===== config.mk =====
export PLATFORM = sky130hd
export DESIGN_NAME = error_accumulator
export DESIGN_NICKNAME = d
export VERILOG_FILES = /design/src/rtl/error_accumulator.sv
export SDC_FILE = /design/constraint.sdc
export NUM_CORES = 1
export LEC_CHECK = 0
export CORE_ASPECT_RATIO = 0.6
export CORE_UTILIZATION = 47
export DETAILED_ROUTE_END_ITERATION = 6
export GPL_ROUTABILITY_DRIVEN = 1
export PLACE_DENSITY = 0.88
export RECOVER_POWER = 100
export SLEW_MARGIN = 20
export SYNTH_ARGS = -nofsm -noshare
export SYNTH_HDL_FRONTEND = slang
export SYNTH_SLANG_ARGS = --single-unit

===== constraint.sdc =====
create_clock -name clk -period 5.59 [get_ports clk]
set_input_delay 1.118 -clock clk [delete_from_list [all_inputs] [get_ports clk]]
set_output_delay 1.118 -clock clk [all_outputs]
set_load 0.02 [all_outputs]

===== src/rtl/error_accumulator.sv =====
// error_accumulator: batch statistics over |E| from error_checker.
// Per batch of 2^SHIFT samples it produces a saturating sum of |E|, the mean,
// the maximum with its sample index, and a flag for max exceeding a threshold.
// It also pulses ld_er to clear error_checker's E register at batch start.
module error_accumulator #(
    parameter int WIDTH = 20,
    parameter int SHIFT = 4,
    parameter int ACC_W = 28
) (
    input  logic             clk,
    input  logic             rst,
    input  logic             start,
    input  logic             e_valid,
    input  logic [WIDTH-1:0] E,
    input  logic [WIDTH-1:0] threshold,
    output logic             ld_er,
    output logic             busy,
    output logic             done,
    output logic [ACC_W-1:0] sum_out,
    output logic             sat,
    output logic [WIDTH-1:0] mean_out,
    output logic [WIDTH-1:0] max_out,
    output logic [SHIFT-1:0] max_idx,
    output logic             over_thresh
);

    typedef enum logic [1:0] {
        IDLE  = 2'd0,
        CLEAR = 2'd1,
        ACCUM = 2'd2,
        DONE  = 2'd3
    } state_t;

    // Index of the final sample in a batch (SAMPLES-1 is all ones).
    localparam logic [SHIFT-1:0] LAST_IDX = '1;

    state_t           state_q, state_d;
    logic [SHIFT-1:0] cnt_q, cnt_d;
    logic [ACC_W-1:0] sum_q, sum_d;
    logic             sat_q, sat_d;
    logic [WIDTH-1:0] max_q, max_d;
    logic [SHIFT-1:0] idx_q, idx_d;
    logic             over_q, over_d;
    logic             ld_er_q, ld_er_d;
    logic             busy_q, busy_d;
    logic             done_q, done_d;

    logic [WIDTH-1:0] abs_e;
    logic [ACC_W:0]   sum_ext;
    logic             max_new;
    logic [WIDTH-1:0] max_post;
    logic [ACC_W-1:0] sum_shr;

    // Magnitude of E and the candidate sum/max for the current sample.
    // The most negative value maps to itself, which is correct as unsigned.
    always_comb begin
        abs_e    = E[WIDTH-1] ? (~E + WIDTH'(1)) : E;
        sum_ext  = {1'b0, sum_q} + (ACC_W+1)'(abs_e);
        max_new  = (abs_e > max_q);
        max_post = max_new ? abs_e : max_q;
    end

    // Next-state and next-result logic; status outputs are registered so
    // they line up with the state they describe.
    always_comb begin
        state_d = state_q;
        cnt_d   = cnt_q;
        sum_d   = sum_q;
        sat_d   = sat_q;
        max_d   = max_q;
        idx_d   = idx_q;
        over_d  = over_q;
        ld_er_d = 1'b0;
        busy_d  = 1'b0;
        done_d  = 1'b0;
        case (state_q)
            IDLE: begin
                if (start) begin
                    state_d = CLEAR;
                    ld_er_d = 1'b1;
                    busy_d  = 1'b1;
                    cnt_d   = '0;
                    sum_d   = '0;
                    sat_d   = 1'b0;
                    max_d   = '0;
                    idx_d   = '0;
                    over_d  = 1'b0;
                end
            end
            CLEAR: begin
                // E register is being cleared upstream; samples are ignored.
                state_d = ACCUM;
                busy_d  = 1'b1;
                cnt_d   = '0;
                sum_d   = '0;
                sat_d   = 1'b0;
                max_d   = '0;
                idx_d   = '0;
                over_d  = 1'b0;
            end
            ACCUM: begin
                busy_d = 1'b1;
                if (e_valid) begin
                    if (sum_ext[ACC_W]) begin
                        sum_d = '1;
                        sat_d = 1'b1;
                    end else begin
                        sum_d = sum_ext[ACC_W-1:0];
                    end
                    // Strictly greater, so ties keep the earliest index.
                    if (max_new) begin
                        max_d = abs_e;
                        idx_d = cnt_q;
                    end
                    cnt_d = cnt_q + SHIFT'(1);
                    if (cnt_q == LAST_IDX) begin
                        state_d = DONE;
                        busy_d  = 1'b0;
                        done_d  = 1'b1;
                        over_d  = (max_post > threshold);
                    end
                end
            end
            DONE: begin
                state_d = IDLE;
            end
            default: begin
                state_d = IDLE;
            end
        endcase
    end

    // State and result registers with synchronous active-low reset.
    always_ff @(posedge clk) begin
        if (!rst) begin
            state_q <= IDLE;
            cnt_q   <= '0;
            sum_q   <= '0;
            sat_q   <= 1'b0;
            max_q   <= '0;
            idx_q   <= '0;
            over_q  <= 1'b0;
            ld_er_q <= 1'b0;
            busy_q  <= 1'b0;
            done_q  <= 1'b0;
        end else begin
            state_q <= state_d;
            cnt_q   <= cnt_d;
            sum_q   <= sum_d;
            sat_q   <= sat_d;
            max_q   <= max_d;
            idx_q   <= idx_d;
            over_q  <= over_d;
            ld_er_q <= ld_er_d;
            busy_q  <= busy_d;
            done_q  <= done_d;
        end
    end

    // Mean is the sum scaled down by the batch size, clamped to WIDTH bits.
    always_comb begin
        sum_shr  = sum_q >> SHIFT;
        mean_out = sum_shr[WIDTH-1:0];
        if (|(sum_shr >> WIDTH)) begin
            mean_out = '1;
        end
    end

    assign ld_er       = ld_er_q;
    assign busy        = busy_q;
    assign done        = done_q;
    assign sum_out     = sum_q;
    assign sat         = sat_q;
    assign max_out     = max_q;
    assign max_idx     = idx_q;
    assign over_thresh = over_q;

endmodule


==> impl_metrics.ini, run 1 <==
[outcome]
outcome = finished, violations left
violations = design-rule violations, negative setup slack

[floorplanning]
die_area_mm2 = 0.0116
dieHeight_um = 83.8
fp.dieW_um = 138
start_util_pct = 49.0
core_mm2 = 0.0107
fp-row-count = 29
floorplan.io_pins = 121

[timing]
worst_pin_slew_ns = 1.07
fmax_mhz = 179
rsz0062_at_grt = true
finalWorstSetupSlack_ns = -0.00986
maxSlewViolCount = 0
min_period_ns = 5.60
maxSlewHeadroom_pct = 28.5
setup_viol = 1
worst_clock_skew_ns = 0.0117
timing.final.crit_share_pct = 100
finalHoldViolations = 0

[synthesis]
async_flop_share_pct = 0
synth-seq-cells = 63
synth_cells = 673
syn_area_mm2 = 0.00525
ys_types = 65
yosys_warnings = 0
synth_nets = 785
synth-edff-count = 0
postSynthAreaPerCell_um2 = 7.80
synthTopCellsByArea = dfxtp_1 (24%), ha_1 (16%), nand2_1 (6.4%)
synth.yosys.seq_area_share_pct = 24.0
synth_area_leader_cell = dfxtp_1
ys.flop_type = dfxtp_1
synth.top_cell.area_share_pct = 24.0

[routing]
first_pass_iters = 7
dr.first_iter.drc_count = 765
antenna_left = 0
wl_per_cell_um = 19.2
routed_wl_um = 19100
routed-via-count = 6041
drc = 18
via_per_inst = 6.09

[clock_network]
clockRootBuffer = clkbuf_16
cts.sinks = 63
htreeDepth = 3
clk_latency_ns = 0.35
clkTransAtPathRegs_ns = 0.06
clockBufferDepth = 2
cts_tree = done
cts_buffers = 9
ctsHoldBuffers = 0

[power]
power.density_mw_per_mm2 = 248
leakage_nw = 3.33
finalPower_mw = 1.90
peakVddDrop_mv = 0.171

[placed_design]
place_hpwl_um = 12300
gp_congestion = 0.987
portBuffers = 120
dp_slack_ns = -0.685

[grt]
grt-ovfl-total = 0
antenna_found_initial = 0
first_global_vias = 5500
grtUsageTotal_pct = 30.0
grt_pass1_wl_um = 27500
grt_max_degree = 32

[setup_path]
crit_path_end = over_thresh
end_kind = flip-flop
startpoint = E[10]
timing.rr.end = over_thresh
worstPathRequired_ns = 5.84
r2r-start = max_out[1]
critPathArrivalTime_ns = 5.85
criticalPathCategory = in2reg
rrSetupSlack_ns = 1.69
cp-start-kind = input port
cp_max_fo = 7
worst_r2r_path_depth = 18

[final_layout]
nets = 961
n_antenna_cell = 0
syn_to_final_growth_pct = 45.5
final_common_cell = clkdlybuf4s50_1
final_cell_mix = clkdlybuf4s50_1 (110), nand2_1 (86), buf_4 (66)
utilization_pct = 71.3
drive_gt1_share_pct = 17.1
n_fill_cell = 742

[flow_run]
cap_violations = 0

[min_path]
hp-class = reg2reg
min_from = sum_out[15]
flip-flops by register name, indices dropped and copies added (netlist names):
name,cells
max_out,20
ld_er,1
state_q,2
max_idx,4
over_thresh,1
done,1
sat,1
sum_out,28
busy,1
cnt_q,4
layout make-up:
class	count	area, um^2	share of cell area [%]
flip-flops and latches	63	1260	16.5
repair buffers	192	1760	23.0
clock inverters	5	58.8	0.770
clock buffers	10	239	3.13
multi-input cells	531	3950	51.7
well taps	139	174	2.28
inverters	52	195	2.56
through the flow:
stage	area (um^2)	setup TNS [ns]	std cells	hold slack (ns)
final	7630	-0.00986	992	0.479
after global routing	7630	-0.162	992	0.494
after CTS	7430	0	982	0.481
after detailed placement	6890	-0.685	953	0.467
after global placement	6890	-0.454	953	0.464
after floorplan	5250	0	673	0.476
logic make-up after synthesis:
| family | after synthesis | share of synthesized area, % |
|---|---|---|
| simple gates | 220 | 21.1 |
| buf+inv | 79 | 5.77 |
| flops | 63 | 24.0 |
| xor+xnor | 37 | 6.18 |
| mux | 8 | 1.76 |
| fa+ha+maj | 68 | 16.4 |
| compound gates | 198 | 24.8 |
synth_stat cells (all sizes together) (5+ instances only):
library cell and count:
inv 51, nand3 15, nand2 90, ha 67, nor2b 8, a21oi 38
a21o 17, o21a 7, nor4 5, a22o 22, a21boi 9, nor3 10
o21ai 69, and3 5, xnor2 29, nand2b 26, dfxtp 63, clkbuf 21
xor2 8, nor2 25, a31oi 5, nand4 17, o31ai 9, buf 6
timing repair:
| item | 4_1_cts | 5_1_grt |
|---|---|---|
| resized for setup | 38 | 48 |
| setup endpoints to repair | 1 | 25 |
| pin swaps | 21 | 26 |
| buffers inserted | 14 | 10 |
| gates cloned | 0 | 1 |
worst min-delay path by stage:
stage	to	slack [ns]	depth (start not counted)
floorplan	max_idx[1]	0.48	2
global placement	sum_out[15]	0.46	2
detailed placement	max_idx[3]	0.47	2
CTS	sum_out[15]	0.48	2
global route	sum_out[17]	0.49	2
finish	sum_out[15]	0.48	2
worst max-delay path, stage by stage:
cell and delay [ns]:
clkdlybuf4s50_1 0.46, nor3_2 0.27, nand2_2 0.10, or3_4 0.41
o31ai_4 0.22, xnor2_2 0.16, ha_1 0.30, a21o_1 0.21
a21o_1 0.18, a21oi_1 0.18, o21ai_2 0.10, a211oi_2 0.21
nor2_2 0.08, buf_6 0.16, mux2_4 0.32, ha_4 0.27
nand4_1 0.18, nor2_2 0.18, and3_4 0.24, a31oi_4 0.10
a22o_1 0.20, a31oi_1 0.14, nor2b_1 0.06
metal layers:
layer	share of wire (%)	track usage [%]
met4	4.9	14.3
met3	12	8.38
met1	42	40.0
met2	42	44.5
met5	0	0
where the power goes:
group	switching, mW	internal [mW]	leakage (nW)	total, mW
sequential	0.0270	0.477	0.509	0.504
clock	0.228	0.354	0.141	0.583
combinational	0.466	0.344	2.68	0.810
Note: power is estimated with default switching activity, not from simulation.
==> run 2: changes to the inputs <==
--- a/config.mk
+++ b/config.mk
@@ -5,10 +5,13 @@
 export SDC_FILE = /design/constraint.sdc
 export NUM_CORES = 1
 export LEC_CHECK = 0
+export CELL_PAD_IN_SITES_DETAIL_PLACEMENT = 1
+export CELL_PAD_IN_SITES_GLOBAL_PLACEMENT = 1
 export CORE_ASPECT_RATIO = 0.6
-export CORE_UTILIZATION = 47
+export CORE_UTILIZATION = 34
 export DETAILED_ROUTE_END_ITERATION = 6
 export GPL_ROUTABILITY_DRIVEN = 1
+export HOLD_SLACK_MARGIN = 0.15
 export PLACE_DENSITY = 0.88
 export RECOVER_POWER = 100
 export SLEW_MARGIN = 20
==> impl_metrics.ini, run 2 (synthesis gave the netlist of run 1 again) <==
[outcome]
outcome = finished, violations left
violations = negative setup slack

[clock_network]
ctsHoldBuffers = 0
cts_buffers = 9
clkTransAtPathRegs_ns = 0.06
clockRootBuffer = clkbuf_16
clk_latency_ns = 0.35
cts_tree = done
htreeDepth = 3
cts.sinks = 63
clockBufferDepth = 2

[min_path]
hp-class = reg2reg
hold_end = max_idx[2]
min_from = max_idx[2]
hold_depth = 2

[grt]
first_global_vias = 6512
grtUsageTotal_pct = 29.2
grt_pass1_wl_um = 36300
grt-ovfl-total = 0
grt_max_degree = 32
antenna_found_initial = 0

[setup_path]
worstPathRequired_ns = 5.82
crit_slowest_cell = ha_1
max_stage_delay_ns = 0.34
r2r-start = max_out[9]
cp_common_cell = buf_4
cp-start-kind = input port
criticalPathCategory = in2reg
end_kind = flip-flop
timing.rr.end = over_thresh
worst_r2r_path_depth = 20
cp_max_fo = 6
critPathArrivalTime_ns = 6.18
rrSetupSlack_ns = 1.54

[timing]
worst_clock_skew_ns = 0.0156
finalWorstSetupSlack_ns = -0.356
setup_viol = 1
worst_pin_slew_ns = 1.15
fmax_mhz = 168
min_period_ns = 5.95
maxSlewHeadroom_pct = 22.9
finalHoldViolations = 0
timing.final.crit_share_pct = 106
rsz0062_at_grt = true
maxSlewViolCount = 0

[routing]
routed_wl_um = 24600
drc = 0
via_per_inst = 5.85
antenna_left = 0
routed-via-count = 6304
wl_per_cell_um = 22.8
first_pass_iters = 5
dr.first_iter.drc_count = 563

[final_layout]
syn_to_final_growth_pct = 51.1
n_fill_cell = 1779
final_common_cell = clkdlybuf4s50_1
multiInputGateArea_mm2 = 0.00399
fin_cells = 1077
drive_gt1_share_pct = 20.3
seq_area_mm2 = 0.00126
n_antenna_cell = 0
largest_reg_flops = 28
final_cell_mix = clkdlybuf4s50_1 (111), buf_4 (89), nand2_1 (85)
nets = 986

[floorplanning]
core_mm2 = 0.0148
die_area_mm2 = 0.0160
floorplan.io_pins = 121
fp.dieW_um = 162
dieHeight_um = 98.2
fp-row-count = 34
start_util_pct = 35.5

[power]
comb_power_share_pct = 45.7
internal_power_mw = 1.15
switching_share_pct = 41.0
power.switching_mw = 0.802
pwr-share-seq_pct = 25.8
peakVddDrop_mv = 0.130
power_frac_clock_pct = 28.5
leakage_nw = 3.41
power.density_mw_per_mm2 = 247
finalPower_mw = 1.95

[placed_design]
gp_congestion = 0.907
dp_slack_ns = -1.12
place_hpwl_um = 15800
portBuffers = 120
place_inst = 1030

[flow_run]
cap_violations = 0
==> run 2: cell types whose count changed in the layout (fill, tap and decap cells not counted), moves of 3 or more <==
cell      previous run  this run
a21oi_2              2         5
buf_6                5         8
nor3_2               3         0
ha_4                 3         6
buf_4               66        89
buf_2                0         5
a21oi_1             35        32
o21ai_0             23        20
inv_6                0         3
clkbuf_2             7         0
==> run 2: how the worst max path moves through the flow <==
stage / start / endpoint / slack [ns] / depth (start not counted)
detailed placement: E[3] / over_thresh / -1.12 / 26
floorplan: E[3] / over_thresh / 0.07 / 24
CTS: E[2] / over_thresh / -0.02 / 25
global route: E[4] / over_thresh / -0.49 / 27
global placement: E[3] / over_thresh / -0.86 / 26
finish: E[4] / over_thresh / -0.36 / 31
==> run 2: final cells by class <==
type	count	area share [%]
well taps	198	3.13
inverters	52	2.46
multi-input cells	531	50.3
flip-flops and latches	63	15.9
clock buffers	9	2.84
clock inverters	7	0.694
repair buffers	217	24.6
==> run 2: critical path: cells and delay by family <==
kind / cells / cell delay (ns)
AOI/OAI and AO/OA: 9 / 1.57
buffers and inverters: 11 / 1.40
and+or+nand+nor: 8 / 1.21
adders and majority gates: 2 / 0.66
xor gates and xnor gates: 1 / 0.23
==> run 2: timing repair <==
item | CTS | global route
pin swaps | 34 | 28
gates resized for setup | 81 | 22
setup endpoints to repair | 1 | 1
buffers inserted | 25 | 6
==> run 2: stage by stage <==
step | instance area [um^2] | util [%] | hold slack, ns | TNS, ns
2_1_floorplan | 5250 | - | 0.476 | 0
3_3_place_gp | 7120 | 48.2 | 0.450 | -0.858
3_5_place_dp | 7120 | 48.2 | 0.464 | -1.25
4_1_cts | 7780 | 52.7 | 0.492 | -0.0234
5_1_grt | 7930 | 53.7 | 0.501 | -0.486
6_report | 7930 | 53.7 | 0.480 | -0.356
==> run 2: routing by layer <==
metal / vias up / track usage [%] / part of all wire [%]
met4: 0 / 12.4 / 4.2
met2: 321 / 46.2 / 45
met3: 82 / 6.58 / 7.1
met1: 3095 / 38.1 / 44
li1: 2806 / - / -
met5: - / 0 / 0
==> run 2: power groups by stage <==
stage	Combinational [mW]	Sequential [mW]	Clock [mW]
after floorplan	0.420	0.528	0
final	0.892	0.505	0.557
after CTS	0.817	0.503	0.552
after global placement	0.724	0.511	0
after global routing	0.951	0.507	0.577
after detailed placement	0.759	0.513	0
==> run 3: changes to the inputs <==
==> constraint.sdc (replaced) <==
create_clock -name clk -period 5.59 [get_ports clk]
set_input_delay 1.118 -clock clk [delete_from_list [all_inputs] [get_ports clk]]
set_output_delay 1.118 -clock clk [all_outputs]
set_load 0.005 [all_outputs]
==> impl_metrics.ini, run 3 (synthesis gave the netlist of run 1 again) <==
[routing]
via_per_inst = 5.85
antenna_left = 0
routed-via-count = 6304
dr.first_iter.drc_count = 563
first_pass_iters = 5
wl_per_cell_um = 22.8
drc = 0
routed_wl_um = 24600

[final_layout]
fin_cells = 1077
drive_gt1_share_pct = 20.3
largest_reg_flops = 28
nets = 986
n_antenna_cell = 0
fin_area_mm2 = 0.00793
final_cell_mix = clkdlybuf4s50_1 (107), buf_4 (89), nand2_1 (85)
n_fill_cell = 1779
final_common_cell = clkdlybuf4s50_1
syn_to_final_growth_pct = 51.1

[setup_path]
crit_slowest_cell = ha_1
rrSetupSlack_ns = 1.54
cp_max_fo = 6
worstPathRequired_ns = 5.82
cp_common_cell = buf_4
criticalPathCategory = in2reg
crit_path_end = over_thresh
worst_r2r_path_depth = 20
end_kind = flip-flop
startpoint = E[4]
r2r-start = max_out[9]
critPathArrivalTime_ns = 6.18
max_stage_delay_ns = 0.34
timing.rr.end = over_thresh
cp-start-kind = input port

[clock_network]
cts_buffers = 9
cts.sinks = 63
htreeDepth = 3
clockRootBuffer = clkbuf_16
clockBufferDepth = 2
clk_latency_ns = 0.35
cts_tree = done
clkTransAtPathRegs_ns = 0.06

[timing]
setup_viol = 1
fmax_mhz = 168
timing.final.crit_share_pct = 106
maxSlewHeadroom_pct = 22.9
finalWorstSetupSlack_ns = -0.356
min_period_ns = 5.95
worst_pin_slew_ns = 1.15
worst_clock_skew_ns = 0.0156
finalHoldViolations = 0
rsz0062_at_grt = true
maxSlewViolCount = 0

[power]
leakage_nw = 3.43
peakVddDrop_mv = 0.129
power.density_mw_per_mm2 = 243
finalPower_mw = 1.92

[placed_design]
place_hpwl_um = 15800
place_inst = 1030
postPlaceCellArea_mm2 = 0.00712
portBuffers = 120
dp_slack_ns = -1.12
gp_congestion = 0.907

[floorplanning]
dieHeight_um = 98.2
floorplan.io_pins = 121
die_area_mm2 = 0.0160
core_mm2 = 0.0148
start_util_pct = 35.5
fp-row-count = 34
fp.dieW_um = 162

[grt]
grt_max_degree = 32
grt-ovfl-total = 0
antenna_found_initial = 0
first_global_vias = 6512
grtUsageTotal_pct = 29.2
grt_pass1_wl_um = 36300

[outcome]
outcome = finished, violations left
violations = negative setup slack

[min_path]
hp-class = reg2reg

[flow_run]
cap_violations = 0
## run 3: changes by cell type in the layout (fill, tap and decap cells not counted)
cell | before | now
clkdlybuf4s50_1 | 111 | 107
dlygate4sd3_1 | 0 | 4
## run 3: layout make-up
cell class              instances  area, um^2  area share [%]
clock inverters                 7        55.1           0.694
repair buffers                217        1950            24.6
inverters                      52         195            2.46
multi-input cells             531        3990            50.3
well taps                     198         248            3.13
clock buffers                   9         225            2.84
flip-flops and latches         63        1260            15.9
## run 3: report_power, final
part	switching (mW)	leakage [nW]	internal (mW)
combinational	0.493	2.78	0.369
clock	0.252	0.133	0.305
sequential	0.0282	0.509	0.476
## run 3: through the flow
step	utilization (%)	hold slack (ns)	setup TNS [ns]
after global routing	53.7	0.501	-0.486
after global placement	48.2	0.450	-0.858
after detailed placement	48.2	0.464	-1.25
after CTS	52.7	0.492	-0.0234
final	53.7	0.480	-0.356
after floorplan	-	0.454	0
## run 3: worst min-delay path by stage
stage / from / endpoint / slack [ns] / depth (start not counted)
6_report: max_idx[2] / max_idx[2] / 0.48 / 2
4_1_cts: max_idx[1] / max_idx[1] / 0.49 / 2
2_1_floorplan: max_idx[1] / max_idx[1] / 0.45 / 2
5_1_grt: max_idx[2] / max_idx[2] / 0.50 / 2
3_5_place_dp: max_idx[1] / max_idx[1] / 0.46 / 2
3_3_place_gp: max_idx[1] / max_idx[1] / 0.45 / 2
## run 3: repair_timing
| action | 4_1_cts | 5_1_grt |
|---|---|---|
| setup endpoints to repair | 1 | 1 |
| hold buffers | 0 | 0 |
| buffers inserted | 25 | 6 |
| pin swaps | 34 | 28 |
| gates resized for setup | 81 | 22 |
| gates cloned | 0 | 0 |
## run 3: worst max-delay path, delay by kind of cell
family / cells / cell delay [ns]
buffers and inverters: 11 / 1.40
AOI/OAI and AO/OA: 9 / 1.57
adders and majority gates: 2 / 0.66
xor gates and xnor gates: 1 / 0.23
and+or+nand+nor: 8 / 1.21
## run 3: routing by layer
metal	routed length, um	vias to the layer above	track usage [%]
li1	-	2806	-
met1	10700	3095	38.1
met2	11100	321	46.2
met3	1740	82	6.58
met4	1040	0	12.4
met5	0	-	0
==> RTL edit, RTL diff (config.mk and constraints of run 2) <==
`ACC_W`: 28 -> 56.
--- a/src/rtl/error_accumulator.sv
+++ b/src/rtl/error_accumulator.sv
@@ -5,7 +5,7 @@
 module error_accumulator #(
     parameter int WIDTH = 20,
     parameter int SHIFT = 4,
-    parameter int ACC_W = 28
+    parameter int ACC_W = 56
 ) (
     input  logic             clk,
     input  logic             rst,
Interface: changed (resized sum_out); port bits go from 121 to 149. No check against the original RTL was run, so the function may have changed too.
==> RTL edit against run 2 <==
  * The run ends with capacitance limit, slew limit, setup timing left
  * Cell area grew 33%
  * Sequential cell count is 28 higher
  * Final cell count is 41% higher
  * Total power rose by 12%
  * Wire length increased by 36%
  * Synthesized area increased by 48%
  * Worst setup slack gained 220 ps
==> RTL edit: results (changes against run 2) <==
top cells by count, synth=dfxtp_1 (91), nand2_1 (80), inv_1 (79), a21oi_1 (71), ha_1 (67); filler instances=2695 (+51%); Clock-cell share=0.0256 (-0.00980); Compound-Gate Fraction of Synth Area=0.267 (+0.0181); Signal buf overhead=0.217 (-0.0297); Core Box Area=22200 sq um (+50%); status=finished, violations left; DR WL met2=14400 um (+30%); register bit total from synthesis=91 (+44%); M1 GR Usage=0.406 (+0.0248); number of I/O port buffers=148 (+23%); Max Cap Viol=1 (+1); share of post-route cells with drive strength above 1=0.147 (-0.0551); Mapped Nets=1116 (+42%); Routed Wire Length=33500 um (+36%); worst hold path class=reg2reg; Tightest Pin Transition=1600 ps (+458 ps); clkbuf count=11 (+2); Place WS=-919 ps (+203 ps); Leakage=0.00467 uW (+37%); placed wire-length estimate=24500 um (+55%); Ant. Diodes=0 (unchanged); clock skew=13.8 ps (-1.80 ps); routability cong.=0.967 (+6.6%); Area after DPL=9980 sq um (+40%); CP Data Arrival Time=5950 ps (-230 ps); Signal buffers=254 (+17%); DRT iter0 DRCs=691 (+23%); Synth Area in Adders=0.111 (-0.0527); post-synthesis mux area share=0.0284 (+0.0108); met2 Track Usage GR=0.410 (-0.0521); Placed Instances=1489 (+45%); final setup fails=1 (unchanged); sequential standard cell area=1820 sq um (+44%); vias per inst=6.02 (+2.8%); Skew-Pair Late Insertion Delay=370 ps (+20 ps); comb_multi_in=775 (+46%); max FFs per register=56 (+100%); Via Count=9158 (+45%); M1 WL=15600 um (+46%); vias in the first global route=9068 (+39%); Yosys cell types=77 (+18%); Synth area leaders=dfxtp_1 (24%), ha_1 (11%), a21oi_1 (4.6%); xor/xnor cell area share of the yosys netlist=0.0396 (-0.0222); sequential-to-total area share from yosys stat=0.235 (-0.00501); worst setup margin=-133 ps (+222 ps); area of the multi-input gates=5510 sq um (+38%); Peak VDD IR=0.165 mV (+27%); met3 usage=0.0578 (-0.00807); Slew Limit Fails=79 (+79); met3 WL=2710 um (+56%); failing checks=capacitance limit, slew limit, setup timing; GRT Resource Usage Total=0.278 (-0.0137); Signal inverters=79 (+52%); final net count=1322 (+34%); first-pass GRT wire length=51100 um (+41%); largest net degree at the start of global routing=79 (+150%); f_max=175 MHz (+3.9%)
## RTL edit: final timing paths
path | end | slack (ps) | from | cells past startpoint
worst min-delay path | sum_out[0] | 470 | sum_out[0] | 2
worst max register to register | sum_out[42] | 1770 | state_q[1] | 7
worst min register to register | sum_out[0] | 470 | sum_out[0] | 2
worst max-delay path | over_thresh | -130 | E[3] | 22
## RTL edit: stage by stage
stage	setup TNS [ps]	util	hold WS, ps	power (uW)
5_1_grt	-251	0.477	512	2290
3_3_place_gp	-556	0.450	448	1500
3_5_place_dp	-1110	0.450	466	1530
2_1_floorplan	-87.4	-	463	1220
6_report	-133	0.477	466	2190
4_1_cts	-279	0.466	476	2160
## RTL edit: critical path: stages
cell	delay, ps
dlygate4sd2_1	300
nor2_4	150
nand3_2	110
or4_4	640
o31ai_2	370
xnor2_1	150
ha_1	340
nand4_1	190
or4_1	590
and3_4	200
a22o_1	230
buf_6	150
buf_4	140
mux2i_1	130
ha_1	190
a21o_1	190
a21o_1	200
a21oi_1	150
o21a_1	140
o21ai_1	70
o21ai_1	140
nand2_1	60
## RTL edit: what timing repair did
action / in CTS / in global routing
endpoints found under the setup margin: 1 / 1
cloned: 0 / 0
setup buffers: 5 / 13
pin swaps: 14 / 26
hold buffers: 0 / 0
gates resized for setup: 35 / 37
## RTL edit: power by group through the flow
| stage | Sequential (uW) | Combinational [uW] | Clock, uW |
|---|---|---|---|
| 2_1_floorplan | 732 | 487 | 0 |
| 3_3_place_gp | 716 | 781 | 0 |
| 3_5_place_dp | 717 | 818 | 0 |
| 4_1_cts | 702 | 835 | 621 |
| 5_1_grt | 706 | 949 | 633 |
| 6_report | 702 | 883 | 608 |
